$ cat src/rtl/pwm_array.sv
// Multi-channel PWM generator: serial duty load into a shadow bank, swapped into the active bank at period boundaries.
// Define PWM_ARRAY_CENTER_ALIGN_EN for centre-aligned outputs; edge-aligned otherwise.
module pwm_array #(
    parameter int CHANNELS = 8,
    parameter int DWIDTH   = 8,
    parameter int PRESC_W  = 4
) (
    input  logic                clk,
    input  logic                rst,
    input  logic                start,
    input  logic                data_valid,
    input  logic [DWIDTH-1:0]   data,
    output logic                ready,
    input  logic                mode,
    input  logic [PRESC_W-1:0]  prescale,
    output logic [0:CHANNELS-1] out,
    output logic                hsync,
    output logic                frame_done,
    output logic                busy
);

    localparam int                IDX_W   = (CHANNELS > 1) ? $clog2(CHANNELS) : 1;
    localparam logic [IDX_W-1:0]  LAST    = IDX_W'(CHANNELS - 1);
    localparam logic [DWIDTH-1:0] CNT_MAX = '1;

    typedef enum logic {IDLE, RUN} state_t;

    state_t              state, state_next;
    logic [DWIDTH-1:0]   cnt, cnt_next;
    logic [PRESC_W-1:0]  presc, presc_next;
    logic [DWIDTH-1:0]   shadow      [CHANNELS];
    logic [DWIDTH-1:0]   active      [CHANNELS];
    logic [DWIDTH-1:0]   active_next [CHANNELS];
    logic [IDX_W-1:0]    index, wr_idx;
    logic                pending, swap, hsync_next, tick, wr_en;
    logic [0:CHANNELS-1] out_next;

    // Level of one channel for a given counter value and duty.
    function automatic logic level(input logic [DWIDTH-1:0] c, input logic [DWIDTH-1:0] duty);
`ifdef PWM_ARRAY_CENTER_ALIGN_EN
        logic [DWIDTH:0] off;
        off = ({1'b1, {DWIDTH{1'b0}}} - {1'b0, duty}) >> 1;
        return ({1'b0, c} >= off) && ({1'b0, c} < off + {1'b0, duty});
`else
        return c < duty;
`endif
    endfunction

    assign ready  = !pending;
    assign busy   = (state == RUN);
    assign wr_en  = data_valid && !pending && (start || index != '0);
    assign wr_idx = start ? '0 : index;

    always_comb begin
        // NOTE: every signal gets a default before the case so no path leaves one unassigned (no latches).
        state_next = state;
        cnt_next   = cnt;
        presc_next = presc;
        swap       = 1'b0;
        hsync_next = 1'b0;
        frame_done = 1'b0;
        tick       = 1'b0;
        case (state)
            IDLE: begin
                if (pending) begin
                    swap       = 1'b1;
                    state_next = RUN;
                    cnt_next   = '0;
                    presc_next = '0;
                    hsync_next = 1'b1;
                end
            end
            RUN: begin
                // >= so a lowered prescale cannot strand the divider above its new limit.
                tick = (presc >= prescale);
                if (tick) begin
                    presc_next = '0;
                    if (cnt == CNT_MAX) begin
                        frame_done = 1'b1;
                        cnt_next   = '0;
                        if (mode) begin
                            hsync_next = 1'b1;
                            swap       = pending;
                        end else begin
                            state_next = IDLE;
                        end
                    end else begin
                        cnt_next = cnt + 1'b1;
                    end
                end else begin
                    presc_next = presc + 1'b1;
                end
            end
            default: state_next = IDLE;
        endcase

        // Outputs are registered from next-cycle values so out lines up with cnt and hsync.
        for (int i = 0; i < CHANNELS; i++) begin
            active_next[i] = swap ? shadow[i] : active[i];
            out_next[i]    = (state_next == RUN) && level(cnt_next, active_next[i]);
        end
    end

    always_ff @(posedge clk) begin
        // NOTE: sequential state uses non-blocking assignments so every register samples pre-edge values.
        if (rst) begin
            state <= IDLE;
            cnt   <= '0;
            presc <= '0;
            hsync <= 1'b0;
            out   <= '0;
            // NOTE: the duty banks are small register files, and a defined post-reset duty is required, so they are reset too.
            for (int i = 0; i < CHANNELS; i++) active[i] <= '0;
        end else begin
            state <= state_next;
            cnt   <= cnt_next;
            presc <= presc_next;
            hsync <= hsync_next;
            out   <= out_next;
            for (int i = 0; i < CHANNELS; i++) active[i] <= active_next[i];
        end
    end

    // Shadow bank fill; swap and word acceptance are mutually exclusive through pending.
    always_ff @(posedge clk) begin
        if (rst) begin
            pending <= 1'b0;
            index   <= '0;
            for (int i = 0; i < CHANNELS; i++) shadow[i] <= '0;
        end else begin
            if (swap) pending <= 1'b0;
            if (wr_en) begin
                shadow[wr_idx] <= data;
                if (wr_idx == LAST) begin
                    pending <= 1'b1;
                    index   <= '0;
                end else begin
                    index <= wr_idx + 1'b1;
                end
            end
        end
    end

endmodule
$ cat config.mk
export PLATFORM = sky130hd
export DESIGN_NAME = pwm_array
export DESIGN_NICKNAME = d
export VERILOG_FILES = /design/src/rtl/pwm_array.sv
export SDC_FILE = /design/constraint.sdc
export NUM_CORES = 1
export LEC_CHECK = 0
export ABC_AREA = 0
export BUFFER_PORTS_ARGS = -buffer_cell sky130_fd_sc_hd__buf_2
export CAP_MARGIN = 20
export CORE_ASPECT_RATIO = 1.25
export CORE_MARGIN = 3
export CORE_UTILIZATION = 52
export DETAILED_ROUTE_END_ITERATION = 10
export GPL_TIMING_DRIVEN = 0
export PLACE_DENSITY_LB_ADDON = 0.05
export SLEW_MARGIN = 10
export SYNTH_ARGS = -nofsm -noshare
export SYNTH_HDL_FRONTEND = slang
export SYNTH_SLANG_ARGS = --single-unit
$ cat constraint.sdc
create_clock -name clk -period 3.4 [get_ports clk]
set_clock_uncertainty 0.15 [all_clocks]
set_input_delay 0.68 -clock clk [delete_from_list [all_inputs] [get_ports clk]]
set_output_delay 0.68 -clock clk [all_outputs]
set_load 0.1 [all_outputs]
==> results of run 1 <==
registers in the layout, summed over array words and instances (netlist names):
name and count:
active 64, busy 1, cnt 8, hsync 1
index 3, out 8, pending 1, presc 4
shadow 64
power groups by stage:
| stage | Combinational (mW) | Clock, mW | Sequential [mW] |
|---|---|---|---|
| after global routing | 0.119 | 1.80 | 1.96 |
| after CTS | 0.109 | 1.72 | 1.96 |
| after global placement | 0.105 | 0 | 2.00 |
| after detailed placement | 0.107 | 0 | 2.00 |
| after floorplan | 0.0551 | 0 | 2.00 |
| final | 0.110 | 1.71 | 1.96 |
layout make-up:
| cell class | instances | share of cell area [%] |
|---|---|---|
| inverter | 8 | 0.361 |
| buffer | 24 | 2.22 |
| tap | 171 | 2.37 |
| clock inverter | 9 | 0.541 |
| multi-input combinational | 453 | 41.6 |
| sequential | 154 | 41.4 |
| timing repair buffer | 71 | 6.25 |
| clock buffer | 23 | 5.30 |
worst max-delay path by stage:
stage / cells past startpoint / to / slack (ns) / from
global placement: 13 / out[2] / -1.24 / prescale[2]
finish: 11 / out[2] / 0.03 / presc[1]
global route: 14 / out[1] / -0.1 / cnt[1]
floorplan: 13 / out[7] / -0.19 / prescale[0]
detailed placement: 14 / out[7] / -0.82 / prescale[0]
CTS: 14 / out[5] / 0.002 / cnt[0]
placed cells by master, fill, tap and decap left out, drive strengths merged, types with 2 or more instances in the layout:
| cell type | n |
|---|---|
| o31ai | 3 |
| o211ai | 2 |
| and2 | 73 |
| nand4 | 7 |
| nor4bb | 2 |
| nor4 | 2 |
| a31oi | 10 |
| o21ai | 16 |
| nor2b | 15 |
| mux2i | 56 |
| dfxtp | 90 |
| nand3 | 3 |
| a21o | 14 |
| nor3 | 14 |
| a211o | 7 |
| ha | 64 |
| o2111ai | 7 |
| o311a | 7 |
| nand2 | 16 |
| clkinv | 9 |
| nor2 | 81 |
| buf | 77 |
| a211oi | 3 |
| inv | 7 |
| clkbuf | 41 |
| and4 | 2 |
| or2 | 9 |
| nor3b | 3 |
| a41oi | 2 |
| a32oi | 8 |
| a21oi | 13 |
| a22o | 3 |
| edfxtp | 64 |
kinds of logic after synthesis:
| group | after synthesis | synth area share, % |
|---|---|---|
| DFF | 154 | 50.7 |
| buffers and inverters | 33 | 2.30 |
| muxes | 56 | 9.52 |
| and+or+nand+nor | 234 | 16.7 |
| adders and majority gates | 64 | 10.9 |
| AOI/OAI and AO/OA | 99 | 9.93 |
through the flow:
stage,TNS (ns),area (sq um)
detailed placement,-5.78,7840
floorplan,-0.944,7410
CTS,0,8520
finish,0,9020
global route,-0.589,9020
global placement,-10.76,7760
metal layers:
metal / GRT usage, % / vias up
met5: 0 / -
met4: 7.53 / 0
met3: 4.67 / 40
met2: 40.4 / 150
met1: 31.1 / 2622
li1: - / 2535
repair_timing:
item                                    in CTS  in global routing
setup buffers                                9                 25
gates resized for setup                     19                 33
pin swaps                                    8                 24
gates cloned                                 0                  3
endpoints found under the setup margin       8                  8
tightest hold or removal path, stage by stage (launching register included):
cell and delay (ns):
sky130_fd_sc_hd__dfxtp_1 0.32, sky130_fd_sc_hd__mux2i_2 0.08, sky130_fd_sc_hd__nor2_1 0.08
==> qor.tcl, run 1 <==
set qor(status) {finished clean}
set qor(cts.sinks) 154
set qor(power.static_leakage_nw) 3.92
set qor(count_of_port_buffers_added_during_placement) 28
set qor(crit-reg2reg-capture) {out[2]}
set qor(layoutNonFillerInstCount) 913
set qor(number_of_fillers_in_the_final_layout) 1027
set qor(max_incr_delay_on_cp_ns) 0.68
set qor(critical_path.startpoint_type) {flip-flop}
set qor(mappedNetlistArea_sq_um) 7350
set qor(min_delay_path_depth) 2
set qor(clockRootBuffer) {sky130_fd_sc_hd__clkbuf_16}
set qor(tritoncts.num_buffers) 17
set qor(cpMaxStageDelayCell) {sky130_fd_sc_hd__o21ai_1}
set qor(die_width_um) 112
set qor(final_routed_wire_length_divided_by_cell_count_um) 20.6
set qor(insertedDiodeCount) 0
set qor(timing.reg2reg.worst_path_depth) 11
set qor(synth.lib_cells_used.distinct) 50
set qor(synthArstFlopShare_pct) 0
set qor(p_int_mw) 2.96
set qor(detailroute.via_count) 5347
set qor(crit_fanout) 6
set qor(route.detailed.vias_per_inst) 5.86
set qor(remaining_drc_errors) 0
set qor(worst_ep_arrival_time_ns) 3.53
set qor(postSynthNetCount) 721
set qor(synth_enable_flop_cells) 64
set qor(via_count_of_the_first_global_routing_pass) 5323
set qor(clk_transition_reported_paths_ns) 0.06
set qor(detail_route.wirelength_mm) 18.8
set qor(timing.critical_path.buf_inv) 2
set qor(row_count) 47
set qor(min_delay_worst_endpoint) {active[1][17]}
set qor(max_slew.worst_pin.slew_ns) 0.967
set qor(timing.setup.critical_path_class) {reg -> reg}
set qor(worst_ep_required_time_ns) 3.56
set qor(yosysSeqAreaShare_pct) 50.7
set qor(h-tree-depth) 4
set qor(synth.cells.most_frequent) {sky130_fd_sc_hd__dfxtp_1, sky130_fd_sc_hd__nor2_1, sky130_fd_sc_hd__and2_1, sky130_fd_sc_hd__edfxtp_1, sky130_fd_sc_hd__ha_1}
set qor(clock.fmax_mhz) 297
set qor(post_synth.cell_area_avg_sq_um) 11.5
set qor(finalCritPeriodShare_pct) 99.1
set qor(tritoncts) {built}
set qor(type_of_the_worst_min_delay_path) {reg -> reg}
set qor(firstDrtPassIters) 5
set qor(layout_setup_ws_ns) 0.0316
set qor(overflow) 0
set qor(initial_util_pct) 54.3
set qor(ant_nets) 0
set qor(drtIter0Drc) 564
set qor(grt_start_max_net_pins) 17
set qor(netlist_instances) 640
set qor(yosys_most_used_dff) {sky130_fd_sc_hd__dfxtp_1}
set qor(area.sequential_sq_um) 3740
set qor(hold_path_startpoint) {active[1][17]}
set qor(synth.ff_latch_count) 154
set qor(timing.rr.start) {presc[1]}
set qor(detailed_placement_hpwl_mm) 12.4
set qor(power_mw) 3.78
set qor(timing.reg2reg.setup_slack_ns) 0.03
set qor(p_sw_share_pct) 21.8
set qor(synth_top_area_cell) {sky130_fd_sc_hd__edfxtp_1}
set qor(place_ws_ns) -0.820
set qor(timing.max_slew.rel_slack_pct) 35.4
set qor(clock_power_share_pct) 45.2
set qor(synthToLayoutAreaGrowth_pct) 22.8
set qor(met1Wirelength_mm) 8.28
set qor(number_of_placed_instances_taps_included) 845
set qor(power_frac_comb_pct) 2.9
set qor(finalCoreUtilization_pct) 66.7
set qor(post-synth-top-count-cell) {sky130_fd_sc_hd__dfxtp_1}
set qor(groute.usage.overall_pct) 24.0
set qor(maxUsedRoutingLayer) {met4}
set qor(post_route_cells_drive_above_1_share_pct) 25.5
set qor(timing.critical_path.cells) {ha_4, inv_2, o21a_4, nor2_1, nand4_1, o21ai_1, buf_6, ha_1, a211o_1, nor3_2, o311a_1}
set qor(globalplace.congestion) 0.904
set qor(design.portCount) 29
set qor(timing.critical_path.to_type) {flip-flop}
set qor(critPathTopFamily) {compound AO/OA/AOI/OAI gates}
set qor(placeableCoreArea_sq_um) 13500
set qor(rsz0062_at_grt) {yes}
set qor(finalMaxSlewViolations) 0
set qor(synthesis.yosys.warnings) 0
set qor(met3_wl_um) 827
set qor(fin_nets) 810
set qor(grt_pass1_wl_mm) 28.6
set qor(setup_violations) 0
set qor(synthDominantCellAreaShare_pct) 26.1
set qor(cap_violations) 0
set qor(chipHeight_um) 139
set qor(multi_input_comb_area_sq_um) 3750
set qor(pwr_density_cell_nw_per_um2) 419
set qor(met2_routed_wl_mm) 9.28
set qor(postCtsHoldBufs) 0
set qor(number_of_antenna_violations_at_the_first_check_in_global_routing) 0
set qor(clkLatencyLatePin_ns) 0.42
set qor(power.net_switching_uw) 822
set qor(clock_tree.buffer_depth) 2
set qor(finalHoldViolCount) 0
set qor(power.ir.vdd_worst_uv) 336
set qor(design.die.area_sq_um) 15600
set qor(sequentialPowerShare_pct) 51.9
set qor(finalWorstPathRequiredPeriod_ns) 3.37
set qor(fin_hold_ws_ns) 0.355
set qor(ys_top_cells_by_area) {sky130_fd_sc_hd__edfxtp_1, sky130_fd_sc_hd__dfxtp_1, sky130_fd_sc_hd__ha_1}
(Power assumes the default switching activity.)
==> inputs of run 2 (changes only) <==
--- a/config.mk
+++ b/config.mk
@@ -11,6 +11,7 @@
 export CORE_ASPECT_RATIO = 1.25
 export CORE_MARGIN = 3
 export CORE_UTILIZATION = 52
+export CTS_BUF_LIST = sky130_fd_sc_hd__clkbuf_16
 export DETAILED_ROUTE_END_ITERATION = 10
 export GPL_TIMING_DRIVEN = 0
 export PLACE_DENSITY_LB_ADDON = 0.05
==> qor.tcl, run 2 (synthesis results as in run 1) <==
set qor(timing.max_slew.rel_slack_pct) 36.4
set qor(met2_routed_wl_mm) 9.28
set qor(power_frac_comb_pct) 3.0
set qor(h-tree-depth) 4
set qor(power.net_switching_uw) 813
set qor(rsz0062_at_grt) {yes}
set qor(finalCoreUtilization_pct) 66.4
set qor(via_count_of_the_first_global_routing_pass) 5298
set qor(clk_transition_reported_paths_ns) 0.06
set qor(area.sequential_sq_um) 3740
set qor(crit_fanout) 7
set qor(grt_pass1_wl_mm) 28.4
set qor(initial_util_pct) 54.3
set qor(worst_ep_arrival_time_ns) 3.58
set qor(finalHoldViolCount) 0
set qor(status) {finished clean}
set qor(number_of_fillers_in_the_final_layout) 1037
set qor(overflow) 0
set qor(met1Wirelength_mm) 8.23
set qor(final_routed_wire_length_divided_by_cell_count_um) 20.5
set qor(timing.reg2reg.worst_path_depth) 14
set qor(critical_path.startpoint_type) {flip-flop}
set qor(worst_ep_required_time_ns) 3.62
set qor(detailroute.via_count) 5318
set qor(timing.rr.start) {cnt[1]}
set qor(multi_input_comb_area_sq_um) 3760
set qor(timing.critical_path.from) {cnt[1]}
set qor(row_count) 47
set qor(die_width_um) 112
set qor(power.ir.vdd_worst_uv) 335
set qor(tritoncts.num_buffers) 17
set qor(design.portCount) 29
set qor(chipHeight_um) 139
set qor(layout.cells.most_common_list) {sky130_fd_sc_hd__dfxtp_1, sky130_fd_sc_hd__nor2_1, sky130_fd_sc_hd__and2_1}
set qor(largestRegisters) {active (64), shadow (64)}
set qor(synthToLayoutAreaGrowth_pct) 22.2
set qor(timing.critical_path.to_type) {flip-flop}
set qor(count_of_port_buffers_added_during_placement) 28
set qor(crit-reg2reg-capture) {out[7]}
set qor(timing.setup.critical_path_class) {reg -> reg}
set qor(clock_power_share_pct) 43.9
set qor(groute.usage.overall_pct) 23.8
set qor(ant_nets) 0
set qor(setup_violations) 0
set qor(met3_wl_um) 887
set qor(cts.sinks) 154
set qor(route.detailed.vias_per_inst) 5.84
set qor(pwr_density_cell_nw_per_um2) 411
set qor(remaining_drc_errors) 0
set qor(clock_tree.buffer_depth) 2
set qor(finalMaxSlewViolations) 0
set qor(timing.reg2reg.setup_slack_ns) 0.04
set qor(tritoncts) {built}
set qor(number_of_antenna_violations_at_the_first_check_in_global_routing) 0
set qor(design.die.area_sq_um) 15600
set qor(finalWorstPathRequiredPeriod_ns) 3.36
set qor(placeableCoreArea_sq_um) 13500
set qor(maxUsedRoutingLayer) {met4}
set qor(finalCritPeriodShare_pct) 98.9
set qor(cap_violations) 0
set qor(type_of_the_worst_min_delay_path) {reg -> reg}
set qor(drtIter0Drc) 491
set qor(max_slew.worst_pin.slew_ns) 0.952
set qor(fin_nets) 808
set qor(post_route_cells_drive_above_1_share_pct) 25.3
set qor(fin_hold_ws_ns) 0.354
set qor(detail_route.wirelength_mm) 18.7
set qor(worst_setup_path_endpoint) {out[7]}
set qor(grt_start_max_net_pins) 17
set qor(firstDrtPassIters) 5
set qor(globalplace.congestion) 0.904
set qor(clock.fmax_mhz) 297
set qor(postCtsHoldBufs) 0
set qor(power.static_leakage_nw) 3.91
set qor(sequentialPowerShare_pct) 53.1
set qor(p_sw_share_pct) 22.0
set qor(insertedDiodeCount) 0
set qor(detailed_placement_hpwl_mm) 12.4
set qor(clockRootBuffer) {sky130_fd_sc_hd__clkbuf_16}
set qor(most_frequent_standard_cell_in_the_layout_excluding_fill_and_tap_cells) {sky130_fd_sc_hd__dfxtp_1}
set qor(p_int_mw) 2.88
set qor(clkLatencyLatePin_ns) 0.42
==> run 2: final cells by class <==
class	count	area share, %
multi-input combinational	453	41.9
sequential	154	41.6
timing repair buffer	69	6.01
clock buffer	17	4.74
tap	171	2.38
buffer	24	2.23
clock inverter	15	0.794
inverter	8	0.362
==> run 2: worst min-delay path by stage <==
stage             startpoint            end  slack [ns]  cells after the start
2_1_floorplan       presc[3]       presc[3]        0.31                      2
3_3_place_gp        presc[3]       presc[3]        0.33                      2
3_5_place_dp   active[1][17]  active[1][17]        0.34                      2
4_1_cts             presc[3]       presc[3]        0.36                      2
5_1_grt        active[0][10]  active[0][10]        0.37                      2
6_report       active[1][17]  active[1][17]        0.35                      2
==> run 2: power groups by stage <==
stage / Clock [mW] / Combinational [mW] / Sequential, mW
global route: 1.71 / 0.121 / 1.96
floorplan: 0 / 0.0551 / 2.00
finish: 1.62 / 0.112 / 1.96
CTS: 1.64 / 0.111 / 1.96
global placement: 0 / 0.105 / 2.00
detailed placement: 0 / 0.107 / 2.00
==> run 2: worst max-delay path, stage by stage (launching register included) <==
cell and delay [ns]:
sky130_fd_sc_hd__dfxtp_4 0.36, sky130_fd_sc_hd__ha_4 0.15, sky130_fd_sc_hd__nand4_1 0.12, sky130_fd_sc_hd__or2_1 0.24
sky130_fd_sc_hd__buf_6 0.14, sky130_fd_sc_hd__o41ai_4 0.43, sky130_fd_sc_hd__nand2_2 0.13, sky130_fd_sc_hd__buf_12 0.18
sky130_fd_sc_hd__buf_8 0.15, sky130_fd_sc_hd__buf_12 0.15, sky130_fd_sc_hd__mux2i_4 0.21, sky130_fd_sc_hd__ha_4 0.23
sky130_fd_sc_hd__a211o_1 0.32, sky130_fd_sc_hd__a31oi_1 0.15, sky130_fd_sc_hd__o311a_1 0.19
==> run 2: through the flow <==
stage	setup WS [ns]	instances	TNS, ns	total power [mW]	cell area, sq um
finish	0.0367	911	0	3.69	8980
global route	-0.104	911	-0.556	3.80	8980
CTS	0.000689	884	0	3.71	8480
detailed placement	-0.820	845	-5.78	2.11	7840
global placement	-1.24	839	-10.76	2.11	7760
floorplan	-0.193	640	-0.944	2.05	7410
==> run 2: layer usage <==
layer / up-vias / global-route usage (%)
met5: - / 0
met3: 33 / 5.24
met4: 0 / 6.58
li1: 2530 / -
met2: 137 / 40.2
met1: 2618 / 30.9
==> run 2: what timing repair did <==
item / 4_1_cts / 5_1_grt
gates cloned: 0 / 3
gates resized for setup: 19 / 37
endpoints found under the setup margin: 8 / 9
buffers inserted: 8 / 24
endpoints found under the hold margin: 0 / 0
pin swaps: 7 / 26
==> inputs of run 3 (changes only) <==
--- a/config.mk
+++ b/config.mk
@@ -5,7 +5,7 @@
 export SDC_FILE = /design/constraint.sdc
 export NUM_CORES = 1
 export LEC_CHECK = 0
-export ABC_AREA = 0
+export ABC_AREA = 1
 export BUFFER_PORTS_ARGS = -buffer_cell sky130_fd_sc_hd__buf_2
 export CAP_MARGIN = 20
 export CORE_ASPECT_RATIO = 1.25
==> qor.tcl, run 3 <==
set qor(post_synth.cell_area_avg_sq_um) 9.81
set qor(met1Wirelength_mm) 7.38
set qor(maxUsedRoutingLayer) {met4}
set qor(finalWorstPathRequiredPeriod_ns) 3.17
set qor(rsz0062_at_grt) {no}
set qor(timing.rr.start) {presc[0]}
set qor(globalplace.congestion) 0.818
set qor(crit_fanout) 10
set qor(cts.sinks) 154
set qor(power_mw) 3.87
set qor(most_frequent_standard_cell_in_the_layout_excluding_fill_and_tap_cells) {sky130_fd_sc_hd__nor2_1}
set qor(largestRegisters) {active (64), shadow (64)}
set qor(groute.usage.overall_pct) 23.1
set qor(finalCoreUtilization_pct) 60.2
set qor(route.detailed.vias_per_inst) 5.41
set qor(post-synth-top-count-cell) {sky130_fd_sc_hd__nor2_1}
set qor(chipHeight_um) 140
set qor(ant_nets) 0
set qor(final_routed_wire_length_divided_by_cell_count_um) 17.4
set qor(tritoncts.num_buffers) 17
set qor(worst_ep_required_time_ns) 3.60
set qor(placed_cell_area_sq_um) 7800
set qor(ys_top_cells_by_area) {sky130_fd_sc_hd__edfxtp_1, sky130_fd_sc_hd__dfxtp_1, sky130_fd_sc_hd__ha_1}
set qor(timing.setup.tns_ns) 0
set qor(met2_routed_wl_mm) 8.61
set qor(row_count) 48
set qor(timing.reg2reg.worst_path_depth) 16
set qor(firstDrtPassIters) 7
set qor(timing.critical_path.to_type) {flip-flop}
set qor(setup_violations) 0
set qor(clock_power_share_pct) 45.7
set qor(hold_path_startpoint) {active[1][7]}
set qor(detailed_placement_hpwl_mm) 11.8
set qor(clock_tree.buffer_depth) 2
set qor(synthToLayoutAreaGrowth_pct) 12.7
set qor(clock.fmax_mhz) 315
set qor(clkLatencyLatePin_ns) 0.42
set qor(via_count_of_the_first_global_routing_pass) 5199
set qor(synthArstFlopShare_pct) 0
set qor(postCtsHoldBufs) 0
set qor(design.portCount) 29
set qor(synth.cells.most_frequent) {sky130_fd_sc_hd__nor2_1, sky130_fd_sc_hd__nand2_1, sky130_fd_sc_hd__dfxtp_1}
set qor(yosys_most_used_dff) {sky130_fd_sc_hd__dfxtp_1}
set qor(finalMaxSlewViolations) 0
set qor(synth.ff_latch_count) 154
set qor(synth.lib_cells_used.distinct) 35
set qor(p_sw_share_pct) 21.4
set qor(timing.setup.critical_path_class) {in -> reg}
set qor(finalHoldViolCount) 0
set qor(remaining_drc_errors) 0
set qor(synthesis.yosys.warnings) 0
set qor(h-tree-depth) 4
set qor(grt_start_max_net_pins) 17
set qor(synthDominantCellAreaShare_pct) 25.8
set qor(min_delay_worst_endpoint) {active[1][7]}
set qor(fin_nets) 885
set qor(number_of_antenna_violations_at_the_first_check_in_global_routing) 0
set qor(worst_ep_arrival_time_ns) 3.37
set qor(timing.max_slew.rel_slack_pct) 40.8
set qor(die_width_um) 113
set qor(synth_enable_flop_cells) 64
set qor(mappedNetlistArea_sq_um) 7440
set qor(clockRootBuffer) {sky130_fd_sc_hd__clkbuf_16}
set qor(power.ir.vdd_worst_uv) 283
set qor(status) {finished clean}
set qor(post_route_cells_drive_above_1_share_pct) 17.9
set qor(detailroute.via_count) 5369
set qor(tritoncts) {built}
set qor(drtIter0Drc) 288
set qor(clk_transition_reported_paths_ns) 0.06
set qor(yosysSeqAreaShare_pct) 50.1
set qor(layout.cells.most_common_list) {sky130_fd_sc_hd__nor2_1, sky130_fd_sc_hd__nand2_1, sky130_fd_sc_hd__dfxtp_1}
set qor(type_of_the_worst_min_delay_path) {reg -> reg}
set qor(design.die.area_sq_um) 15800
set qor(met3_wl_um) 858
set qor(number_of_placed_instances_taps_included) 960
set qor(detail_route.wirelength_mm) 17.2
set qor(power.net_switching_uw) 828
set qor(power_frac_comb_pct) 3.2
set qor(min_delay_path_depth) 2
set qor(overflow) 0
set qor(count_of_port_buffers_added_during_placement) 27
set qor(max_slew.worst_pin.slew_ns) 0.888
set qor(crit-reg2reg-capture) {out[2]}
set qor(power.static_leakage_nw) 3.68
set qor(placeableCoreArea_sq_um) 13900
set qor(netlist_instances) 758
set qor(critical_path.startpoint_type) {input port}
set qor(finish.instance_area_sq_um) 8380
set qor(pwr_density_cell_nw_per_um2) 461
set qor(initial_util_pct) 53.4
set qor(grt_pass1_wl_mm) 27.6
set qor(postSynthNetCount) 839
set qor(insertedDiodeCount) 0
set qor(timing.reg2reg.setup_slack_ns) 0.23
set qor(cap_violations) 0
set qor(sequentialPowerShare_pct) 51.1
set qor(finalCritPeriodShare_pct) 93.3
set qor(layoutNonFillerInstCount) 992
set qor(p_int_mw) 3.04
set qor(synth_top_area_cell) {sky130_fd_sc_hd__edfxtp_1}
==> run 3: changes by cell type in the layout (fill, tap and decap cells not counted), moves of 13 or more <==
cell,before,now
sky130_fd_sc_hd__and2_1,73,0
sky130_fd_sc_hd__inv_1,8,64
sky130_fd_sc_hd__nand3_1,3,29
sky130_fd_sc_hd__a21oi_1,13,33
sky130_fd_sc_hd__buf_4,31,0
sky130_fd_sc_hd__mux2i_2,32,49
sky130_fd_sc_hd__nor2_1,79,158
sky130_fd_sc_hd__nand2_1,15,113
sky130_fd_sc_hd__a21o_1,14,0
sky130_fd_sc_hd__nor2b_1,13,0
==> run 3: kinds of logic (layout without fill, tap and decap cells) <==
logic type | count (synthesis) | after routing | synth area share (%)
compound gates | 60 | 60 | 4.93
xor+xnor | 3 | 3 | 0.353
fa+ha+maj | 64 | 64 | 10.8
buf+inv | 88 | 147 | 5.58
flops | 154 | 154 | 50.1
mux | 56 | 56 | 10.0
simple gates | 333 | 333 | 18.3
==> run 3: through the flow <==
stage	setup slack, ns	hold slack (ns)
after floorplan	0.207	0.308
after global placement	-0.856	0.327
after detailed placement	-0.636	0.338
after CTS	0.0141	0.351
after global routing	0.00391	0.365
final	0.229	0.348
==> run 3: metal layers <==
metal	track usage, %	vias to the layer above
met5	0	-
met4	8.80	0
met3	4.74	25
met2	39.0	147
met1	29.2	2578
li1	-	2619
==> run 3: final cells by class <==
class	instances	area, sq um
repair buffers	27	135
clock buffers	17	425
fillers	1235	5550
multi-input cells	516	3340
flip-flops and latches	154	3720
well taps	175	219
plain buffers	21	174
inverters	67	251
clock inverters	15	115
==> run 3: power groups by stage <==
stage / Combinational (mW) / Clock (mW) / Sequential, mW
after floorplan: 0.0734 / 0 / 2.01
after global placement: 0.119 / 0 / 2.01
after detailed placement: 0.123 / 0 / 2.02
after CTS: 0.123 / 1.79 / 1.98
after global routing: 0.138 / 1.87 / 1.98
final: 0.122 / 1.77 / 1.98
==> run 3: worst max-delay path by stage <==
stage                start          to  cells past startpoint
3_5_place_dp   prescale[3]      out[2]                     17
6_report       prescale[3]      out[2]                     15
3_3_place_gp   prescale[3]      out[2]                     15
4_1_cts           presc[0]      out[1]                     18
5_1_grt           presc[0]      out[2]                     17
2_1_floorplan  prescale[3]  frame_done                      9
==> run 3: timing repair <==
| item | in CTS | in global routing |
|---|---|---|
| resized for setup | 4 | 9 |
| pin swaps | 0 | 2 |
| buffers inserted | 0 | 0 |
| hold endpoints to repair | 0 | 0 |
| endpoints found under the setup margin | 8 | 9 |
| gates cloned | 0 | 0 |
==> run 3: worst max-delay path, cell delays in order <==
cell	delay, ns
sky130_fd_sc_hd__buf_2	0.08
sky130_fd_sc_hd__inv_1	0.03
sky130_fd_sc_hd__ha_1	0.30
sky130_fd_sc_hd__a21oi_1	0.23
sky130_fd_sc_hd__nand3_2	0.14
sky130_fd_sc_hd__buf_6	0.16
sky130_fd_sc_hd__nor2_2	0.21
sky130_fd_sc_hd__a21oi_2	0.10
sky130_fd_sc_hd__o22ai_2	0.69
sky130_fd_sc_hd__ha_1	0.38
sky130_fd_sc_hd__nand2_1	0.07
sky130_fd_sc_hd__inv_1	0.03
sky130_fd_sc_hd__nand2_1	0.06
sky130_fd_sc_hd__nand2_1	0.07
sky130_fd_sc_hd__a21oi_2	0.15
